$ cat config.mk
export PLATFORM = sky130hd
export DESIGN_NAME = sevenseg_scan_decoder
export DESIGN_NICKNAME = d
export VERILOG_FILES = /design/src/rtl/sevenseg_pkg.sv /design/src/rtl/sevenseg_sync.sv /design/src/rtl/sevenseg_scan_decoder.sv
export SDC_FILE = /design/constraint.sdc
export NUM_CORES = 1
export LEC_CHECK = 0
export CORE_MARGIN = 3
export CORE_UTILIZATION = 40
export DETAILED_ROUTE_END_ITERATION = 8
export PLACE_DENSITY_LB_ADDON = 0.15
export SYNTH_ARGS = -nofsm -noshare
export SYNTH_HDL_FRONTEND = slang
export SYNTH_SLANG_ARGS = --single-unit
$ cat constraint.sdc
create_clock -name clk -period 3.8 [get_ports clk]
set_input_delay 0.76 -clock clk [delete_from_list [all_inputs] [get_ports clk]]
set_output_delay 0.76 -clock clk [all_outputs]
set_load 0.005 [all_outputs]
$ cat src/rtl/sevenseg_pkg.sv
// Shared constants and glyph decode for the seven-segment scan decoder.
package sevenseg_pkg;

    localparam int NUM_DIGITS = 4;

    // Lit-segment patterns, bit order gfedcba
    localparam logic [6:0] GLYPH_0     = 7'h3F;
    localparam logic [6:0] GLYPH_1     = 7'h06;
    localparam logic [6:0] GLYPH_2     = 7'h5B;
    localparam logic [6:0] GLYPH_3     = 7'h4F;
    localparam logic [6:0] GLYPH_4     = 7'h66;
    localparam logic [6:0] GLYPH_5     = 7'h6D;
    localparam logic [6:0] GLYPH_6     = 7'h7D;
    localparam logic [6:0] GLYPH_7     = 7'h07;
    localparam logic [6:0] GLYPH_8     = 7'h7F;
    localparam logic [6:0] GLYPH_9     = 7'h6F;
    localparam logic [6:0] GLYPH_A     = 7'h77;
    localparam logic [6:0] GLYPH_B     = 7'h7C;
    localparam logic [6:0] GLYPH_C     = 7'h39;
    localparam logic [6:0] GLYPH_D     = 7'h5E;
    localparam logic [6:0] GLYPH_E     = 7'h79;
    localparam logic [6:0] GLYPH_F     = 7'h71;
    localparam logic [6:0] GLYPH_BLANK = 7'h00;

    localparam logic [15:0][6:0] GLYPHS = {
        GLYPH_F, GLYPH_E, GLYPH_D, GLYPH_C, GLYPH_B, GLYPH_A, GLYPH_9, GLYPH_8,
        GLYPH_7, GLYPH_6, GLYPH_5, GLYPH_4, GLYPH_3, GLYPH_2, GLYPH_1, GLYPH_0
    };

    typedef struct packed {
        logic       legal;
        logic       blank;
        logic [3:0] value;
    } glyph_t;

    typedef enum logic {ST_IDLE, ST_COLLECT} state_t;

    function automatic glyph_t decode_glyph(input logic [6:0] lit);
        glyph_t r;
        r       = '0;
        r.blank = (lit == GLYPH_BLANK);
        for (int i = 0; i < 16; i++) begin
            if (lit == GLYPHS[i]) begin
                r.legal = 1'b1;
                r.value = 4'(i);
            end
        end
        return r;
    endfunction

endpackage

$ cat src/rtl/sevenseg_sync.sv
// Two-flop synchronizer; the first stage is exposed for change detection.
module sevenseg_sync #(
    parameter int               WIDTH   = 1,
    parameter logic [WIDTH-1:0] RST_VAL = '0
) (
    input  logic             clk,
    input  logic             clr,
    input  logic [WIDTH-1:0] d,
    output logic [WIDTH-1:0] mid,
    output logic [WIDTH-1:0] q
);

    always_ff @(posedge clk or posedge clr) begin
        if (clr) begin
            mid <= RST_VAL;
            q   <= RST_VAL;
        end else begin
            mid <= d;
            q   <= mid;
        end
    end

endmodule

$ cat src/rtl/sevenseg_scan_decoder.sv
// Recovers the four hex digits from a multiplexed seven-segment bus and
// publishes a coherent snapshot once every digit has been captured.
module sevenseg_scan_decoder
    import sevenseg_pkg::*;
#(
    parameter int STABLE_CYCLES  = 4,
    parameter int TIMEOUT_CYCLES = 1048576
) (
    input  logic        clk,
    input  logic        clr,
    input  logic [6:0]  seg,
    input  logic [3:0]  an,
    input  logic        dp,
    output logic [15:0] digits,
    output logic [3:0]  digit_valid,
    output logic [3:0]  dp_seen,
    output logic        frame_done,
    output logic        frame_err,
    output logic        stale
);

    localparam int BUS_W = 12;
    localparam int CW    = $clog2(STABLE_CYCLES + 1);
    localparam int TW    = $clog2(TIMEOUT_CYCLES + 1);
    localparam logic [CW-1:0] STAB_FIRE = CW'(STABLE_CYCLES - 1);
    localparam logic [CW-1:0] STAB_MAX  = CW'(STABLE_CYCLES);
    localparam logic [TW-1:0] TMO_MAX   = TW'(TIMEOUT_CYCLES);

    logic [BUS_W-1:0] bus_mid, bus_s;
    logic [3:0]       an_s;
    logic [6:0]       seg_s;
    logic             dp_s;

    // Idle bus (everything dark) is all ones, so reset the synchronizer there
    sevenseg_sync #(.WIDTH(BUS_W), .RST_VAL({BUS_W{1'b1}})) u_sync (
        .clk (clk),
        .clr (clr),
        .d   ({an, seg, dp}),
        .mid (bus_mid),
        .q   (bus_s)
    );

    assign an_s  = bus_s[11:8];
    assign seg_s = bus_s[7:1];
    assign dp_s  = bus_s[0];

    // Comparing against the first stage clears the count on the same edge the
    // new value lands in the output stage.
    logic [CW-1:0] stab_cnt;
    logic          fire;

    always_ff @(posedge clk or posedge clr) begin
        if (clr)                     stab_cnt <= '0;
        else if (bus_mid != bus_s)   stab_cnt <= '0;
        else if (stab_cnt != STAB_MAX) stab_cnt <= stab_cnt + 1'b1;
    end

    assign fire = (stab_cnt == STAB_FIRE);

    logic [3:0] lit_an;
    logic       one_hot, blank_an;
    logic [1:0] idx;
    glyph_t     g;

    always_comb begin
        lit_an   = ~an_s;
        blank_an = (lit_an == 4'h0);
        one_hot  = !blank_an && ((lit_an & (lit_an - 4'd1)) == 4'h0);
        idx      = '0;
        for (int i = 0; i < NUM_DIGITS; i++)
            if (lit_an[i]) idx = 2'(i);
        g = decode_glyph(~seg_s);
    end

    logic       capture, ev_err, publish, err_acc, err_next;
    logic [3:0] seen_mask, mask_next;
    logic [3:0][3:0] shadow_val, shadow_val_next;
    logic [3:0] shadow_valid, shadow_valid_next, shadow_dp, shadow_dp_next;

    always_comb begin
        capture = fire && one_hot;
        ev_err  = fire && ((!one_hot && !blank_an) || (one_hot && !g.legal && !g.blank));
        err_next          = err_acc | ev_err;
        mask_next         = seen_mask;
        shadow_val_next   = shadow_val;
        shadow_valid_next = shadow_valid;
        shadow_dp_next    = shadow_dp;
        if (capture) begin
            mask_next[idx]         = 1'b1;
            shadow_val_next[idx]   = g.value;
            shadow_valid_next[idx] = g.legal;
            shadow_dp_next[idx]    = !dp_s;
        end
        publish = capture && (mask_next == 4'hF);
    end

    state_t          state;
    logic [3:0][3:0] digits_q;

    always_ff @(posedge clk or posedge clr) begin
        if (clr) begin
            state        <= ST_IDLE;
            seen_mask    <= '0;
            err_acc      <= 1'b0;
            shadow_val   <= '0;
            shadow_valid <= '0;
            shadow_dp    <= '0;
            digits_q     <= '0;
            digit_valid  <= '0;
            dp_seen      <= '0;
            frame_done   <= 1'b0;
            frame_err    <= 1'b0;
        end else begin
            shadow_val   <= shadow_val_next;
            shadow_valid <= shadow_valid_next;
            shadow_dp    <= shadow_dp_next;
            frame_done   <= publish;
            seen_mask    <= mask_next;
            err_acc      <= err_next;
            case (state)
                ST_IDLE: begin
                    if (capture) state <= ST_COLLECT;
                end
                ST_COLLECT: begin
                    if (publish) begin
                        state       <= ST_IDLE;
                        digits_q    <= shadow_val_next;
                        digit_valid <= shadow_valid_next;
                        dp_seen     <= shadow_dp_next;
                        frame_err   <= err_next;
                        seen_mask   <= '0;
                        err_acc     <= 1'b0;
                    end
                end
                default: state <= ST_IDLE;
            endcase
        end
    end

    assign digits = digits_q;

    logic [TW-1:0] stale_cnt, stale_cnt_next;
    logic          any_capture;

    always_comb begin
        if (capture)                 stale_cnt_next = '0;
        else if (stale_cnt == TMO_MAX) stale_cnt_next = stale_cnt;
        else                         stale_cnt_next = stale_cnt + 1'b1;
    end

    always_ff @(posedge clk or posedge clr) begin
        if (clr) begin
            stale_cnt   <= '0;
            any_capture <= 1'b0;
            stale       <= 1'b1;
        end else begin
            stale_cnt   <= stale_cnt_next;
            any_capture <= any_capture | capture;
            stale       <= !(any_capture | capture) || (stale_cnt_next == TMO_MAX);
        end
    end

endmodule

==> results.md, run 1 <==
- Area growth syn-to-layout: 17.39%
- First-pass GRT wire length: 15980 µm
- CTS Buf Count: 9
- RSZ-0062 raised after global routing: no
- Synth Area in Adders: 1.322%
- CTS tree: done
- Setup TNS: 0 ns
- Netlist cell types: 53
- Worst Hold Class: flip-flop to flip-flop
- Largest family of logic cells by synthesized area: simple AND/OR/NAND/NOR gates
- Initial drt markers: 178
- Comb pwr share: 3.2%
- CP Max Fanout: 7
- Fin. max-slew vios: 0
- Maximum vdd drop: 0.2638 mV
- P_sw: 0.5201 mW
- Slew headroom: 50.37%
- Post-CTS Setup Inserts: 0
- Top FF cell, synth: dfrtp_1
- CP arrival: 3.18 ns
- DRT antenna net count: 0
- Worst skew pair latency: 0.36 ns
- Seq/Total Area, Yosys: 56.70%
- Seq pwr share: 54.3%
- Ports: 41
- XOR/XNOR share of the synthesized area: 6.291%
- Cell area power density: 389.5 mW/mm²
- Min Tclk post-route: 2.919 ns
- Avg Cell Area, Syn: 11.14 µm²
- Setup CP Type: flip-flop to flip-flop
- FF+latch count, synth: 106
- CP required: 4.06 ns
- Routed vias/inst: 5.231
- Largest area contributor in the netlist: dfrtp_1
- Number of cells produced by synthesis: 425
- Avg WL per Cell: 15.73 µm
- Ys async rst share: 100.0%
- Clock Power Share: 42.4%
- Vias in the first global route: 3142
- Drt pass-1 iters: 4
- Largest net degree at the start of global routing: 107
- Compound-gate portion of the synthesized area: 6.556%
- Syn nets: 444
- Initial antenna violation count: 0
- Least-Margin Pin Slew: 0.7381 ns
- Yosys top cell area share: 42.82%
- Total number of vias: 3175
- Placement row count: 39
- Post-synth EDFFs: 0
- Die Height: 114.8 µm
- Post-CTS sizing: 0
- Clock buffer depth: 2
- Setup WS post-layout: 0.8810 ns
- R2R Setup Slk: 0.88 ns
- Gpl congestion: 0.8263
- DRC violations left: 0
- Synth area leaders: dfrtp_1 (43%), dfstp_2 (14%), mux2_2 (8.8%)
- HPWL after detailed placement: 6301 µm
- Sw frac: 24.03%
- Internal: 1.644 mW
- Critical Path Sink Type: flip-flop
- Post-Place Worst Slack: 0.9007 ns
- Grt total ovfl: 0
- Area of the die: 0.01317 mm²
- Core Area: 0.01152 mm²
- H-tree levels: 3
- Maxcap violations: 0
- Clk sinks: 106
- F_max: 0.3426 GHz
- PortBufs: 40
- Final hold vios: 0
- Mux cell area share after synthesis: 9.437%
- Layout cell share with drive strength beyond 1: 19.40%
- Final setup vio count: 0
- GRT Total Usage: 15.38%
- Final WL: 9549 µm
- Static Leak: 2.401 nW
- Final #Nets: 478
- Clock Skews: 0.01215 ns
- Fin crit share: 76.82%
- CTS Hold Buffers Added: 0
- # diodes: 0
- Synth Area in Simple Gates: 16.63%
- Status: finished clean
- Final Total Pwr: 2.164 mW
- Post-Syn Area: 0.004733 mm²
- Die width: 114.8 µm
- Clock-pin transition on the worst setup and hold timing paths: 0.07 ns
- Worst setup SP type: flip-flop
- CTS Root Cell: clkbuf_16
- Synth warn: 0
- Initial Util: 41.10%
==> per-layer routing <==
metal | part of all wire [%] | vias to the layer above | wire length, µm | GRT usage, %
met4 | 1.1 | 0 | 107 | 4.225
met5 | 0 | - | 0 | 0
met1 | 50 | 1567 | 4742 | 21.93
met2 | 45 | 56 | 4283 | 22.78
met3 | 4.4 | 7 | 416 | 4.842
li1 | - | 1545 | - | -
==> cells in the final DEF (no fill, tap or decap), drive strengths merged, types with 4 or more instances in the layout <==
cell type       n
o31ai           4
o21ai          14
dfstp          25
a31oi           6
xnor2          16
ha              5
or3             4
mux2           37
and3            5
nor4           11
dfrtp          81
clkbuf          9
inv            18
clkdlybuf4s50  40
a21oi          12
nor3            9
nor2b           5
nand3          18
nand2          30
nand4           6
xor2           18
clkinv          4
nor2           51
==> critical path, stage by stage (launching register included) <==
cell and delay [ns]:
dfrtp_1 0.50, nand4_4 0.17, or4_1 0.70, o21ai_2 0.20, a21oi_2 0.07, or4b_1 0.52
or4_1 0.41, o31ai_1 0.25
==> Yosys cell counts (all sizes together) (2+ instances only) <==
cell,instances
dfrtp,81
nor2,51
mux2,37
nand2,30
dfstp,25
nand3,18
xor2,18
xnor2,16
inv,15
o21ai,14
a21oi,12
clkbuf,12
nor4,11
nor3,9
buf,8
a31oi,6
nand4,6
and3,5
ha,5
nor2b,5
o31ai,4
or3,4
and2,3
mux2i,3
or4,3
nand2b,2
nand3b,2
o22ai,2
or4b,2
==> path summary, 6_finish.rpt <==
check,cells after the start,endpoint,start
max,7,stale,stale_cnt[3]
min,0,u_sync.q[8],u_sync.mid[8]
max reg2reg,7,stale,stale_cnt[3]
min reg2reg,0,u_sync.q[8],u_sync.mid[8]
max in group asynchronous,3,stale_cnt[14],clr
min in group asynchronous,3,stale_cnt[1],clr
==> area by class of cell <==
type / count / area [µm²]
fillers: 1053 / 5959
clock inverters: 7 / 70.07
repair buffers: 43 / 435.4
multi-input cells: 284 / 1904
flip-flops and latches: 106 / 2684
clock buffers: 9 / 225.2
inverters: 15 / 58.81
well taps: 143 / 178.9
==> stage by stage <==
step                hold WS [ns]  utilization (%)  cells  instance area [µm²]
CTS                       0.3750            48.25    607                 5557
floorplan                 0.3598                -    425                 4733
global placement          0.3629            45.69    591                 5261
detailed placement        0.3618            45.69    591                 5261
global route              0.3787            48.25    607                 5557
finish                    0.3725            48.25    607                 5557
==> state kept, by name, summed over array words and instances, names as in the netlist, 12 cells and up <==
name,flops
digits,16
shadow_val,16
stale_cnt,21
u_sync.mid,12
u_sync.q,12
==> power groups by stage <==
stage / Clock (mW) / Combinational [mW] / Sequential, mW
global route: 0.999 / 0.0795 / 1.18
detailed placement: 0 / 0.0723 / 1.20
global placement: 0 / 0.0715 / 1.20
CTS: 0.955 / 0.0728 / 1.18
finish: 0.918 / 0.0701 / 1.18
floorplan: 0 / 0.0521 / 1.18
==> cells by family (layout without fill, tap and decap cells) <==
family,after synthesis,count (layout)
adders and majority gates,5,5
buffers and inverters,35,74
AOI/OAI and AO/OA,49,49
xor gates and xnor gates,34,34
DFF,106,106
and+or+nand+nor,156,156
muxes,40,40
Note: power is estimated with default switching activity, not from simulation.
==> run 2: changes to the inputs <==
- clock period: 3.8 -> 3.1 ns (I/O delays scaled with it)
==> run 2 against run 1 <==
Net effect: largest power group unchanged; design area up 1.1%; register-to-register slack worse by 0.66 ns; power increased by 25%; non-clock buffer count increased by 4; highest routed layer unchanged; flip-flop and latch count did not move; die area unchanged; first-iteration DRC count rose by 33%; global-route usage grew 0.089 points; maximum frequency increased by 1.3%.
==> results.md, run 2 (synthesis results as in run 1) <==
- Grt total ovfl: 0
- Worst path depth: 7
- F_max: 0.3469 GHz
- Most frequent cells in the layout: dfrtp_1 (81), nor2_1 (51), clkdlybuf4s50_1 (40), mux2_2 (37), nand2_1 (30)
- Final hold vios: 0
- Avg WL per Cell: 15.44 µm
- Post-Place Worst Slack: 0.2347 ns
- HPWL after detailed placement: 6368 µm
- Post-Layout Cell Count: 611
- Setup CP Type: flip-flop to flip-flop
- Seq pwr share: 53.3%
- CP Max Fanout: 7
- Final setup vio count: 0
- Clock Skews: 0.005571 ns
- Core Area: 0.01152 mm²
- Post-CTS sizing: 0
- Layout cell share with drive strength beyond 1: 19.87%
- Clk sinks: 106
- Initial drt markers: 237
- Initial Util: 41.10%
- CTS Buf Count: 9
- Worst Hold Class: flip-flop to flip-flop
- Gpl congestion: 0.8582
- Final Total Pwr: 2.707 mW
- PortBufs: 40
- DP Cell Count: 595
- GRT Total Usage: 15.47%
- Cell area power density: 482.0 mW/mm²
- First-pass GRT wire length: 15960 µm
- Crit-path slowest cell: or4_1
- Worst-case reg-to-reg path depth: 7
- DRT antenna net count: 0
- Setup WS post-layout: 0.2174 ns
- Worst setup SP type: flip-flop
- P_sw: 0.6144 mW
- Status: finished clean
- Max reg flops: 21
- Final #Nets: 482
- Maxcap violations: 0
- Total number of vias: 3227
- Post-route cell area: 0.005617 mm²
- Largest net degree at the start of global routing: 96
- Ports: 41
- DRC violations left: 0
- Commonest non-fill, non-tap cell in the layout: dfrtp_1
- Clock-pin transition on the worst setup and hold timing paths: 0.07 ns
- RSZ-0062 raised after global routing: no
- Static Leak: 2.421 nW
- Final WL: 9431 µm
- M1 GR Usage: 22.27%
- Hold WS: 0.3731 ns
- Critical Path Sink Type: flip-flop
- Min Tclk post-route: 2.883 ns
- Clock Power Share: 43.6%
- Hold depth: 0
- Vias in the first global route: 3164
- Fin. max-slew vios: 0
- CTS Hold Buffers Added: 0
- Setup TNS: 0 ns
- Most Crowded Layer GR: met2
- Final core area utilization: 48.77%
- Die width: 114.8 µm
- Slowest stage delay, CP: 0.69 ns
- Least-Margin Pin Slew: 0.4923 ns
- Drt pass-1 iters: 4
- CP cell instances: nand4_4 > or4_1 > o21ai_2 > a21oi_2 > or4b_1 > or4_1 > o31ai_1
- Slew headroom: 67.18%
- Maximum vdd drop: 0.3408 mV
- H-tree levels: 3
- # diodes: 0
- Sw frac: 22.69%
- CTS tree: done
- Post-CTS Setup Inserts: 0
- Fin crit share: 92.99%
- Grt met2 use: 22.86%
- Clock buffer depth: 2
- CP arrival: 3.14 ns
- Initial antenna violation count: 0
- Comb pwr share: 3.1%
- Internal: 2.093 mW
- Grt met3 use: 4.105%
- Area growth syn-to-layout: 18.66%
- Worst skew pair latency: 0.35 ns
- Routed vias/inst: 5.282
- CTS Root Cell: clkbuf_16
- Area post-placement: 0.005305 mm²
- Fillers: 1061
- Most common cell on crit path: or4_1
- Crit path buf inv count: 0
- Most flops, register: stale_cnt
- CP required: 3.36 ns
- Placement row count: 39
- Area of the die: 0.01317 mm²
- Die Height: 114.8 µm
- Top Family by Delay on Critical Path: simple AND/OR/NAND/NOR gates
run 2: changes by cell type in the layout (fill, tap and decap cells not counted), sizes merged:
cell	previous run	this run
buf	3	7
clkinv	4	1
clkinvlp	0	2
bufinv	0	1
clkbuf	9	10
inv	18	17
run 2: area by class of cell:
| type | instances | area [µm²] | area share, % |
|---|---|---|---|
| Sequential cell | 106 | 2684 | 47.78 |
| Clock inverter | 6 | 82.58 | 1.470 |
| Inverter | 15 | 60.06 | 1.069 |
| Timing Repair Buffer | 47 | 478.0 | 8.510 |
| Tap cell | 143 | 178.9 | 3.186 |
| Clock buffer | 10 | 229.0 | 4.077 |
| Multi-Input combinational cell | 284 | 1904 | 33.91 |
run 2: final timing paths:
kind / from / to / slack [ns]
max in group asynchronous: clr / stale / 1.77
min in group asynchronous: clr / digit_valid[1] / 0.56
setup / recovery: stale_cnt[3] / stale / 0.22
hold reg to reg: u_sync.mid[2] / u_sync.q[2] / 0.37
hold / removal: u_sync.mid[2] / u_sync.q[2] / 0.37
setup reg to reg: stale_cnt[3] / stale / 0.22
run 2: layer usage:
layer	share of wire, %	up-vias
met4	1.5	0
met2	45	59
met1	49	1603
met5	0	-
li1	-	1555
met3	4.8	10
run 2: power by group through the flow:
stage	logic, mW	registers (mW)	clock network (mW)
CTS	0.0880	1.44	1.22
floorplan	0.0642	1.45	0
finish	0.0848	1.44	1.18
global placement	0.0863	1.47	0
global route	0.0975	1.45	1.28
detailed placement	0.0874	1.47	0
run 2: worst register-to-register path, delay by kind of cell (launching register included):
kind	cells	cell delay, ns
AO/OA/AOI/OAI	3	0.54
AND/OR/NAND/NOR	4	1.74
flip-flops	1	0.50
==> run 3: changes to the inputs <==
- CTS_CLUSTER_SIZE: not set -> 20
- HOLD_SLACK_MARGIN: not set -> 0.06
==> results of run 3 <==
Same layout as run 2: the final DEF is identical, and so are final timing and power.
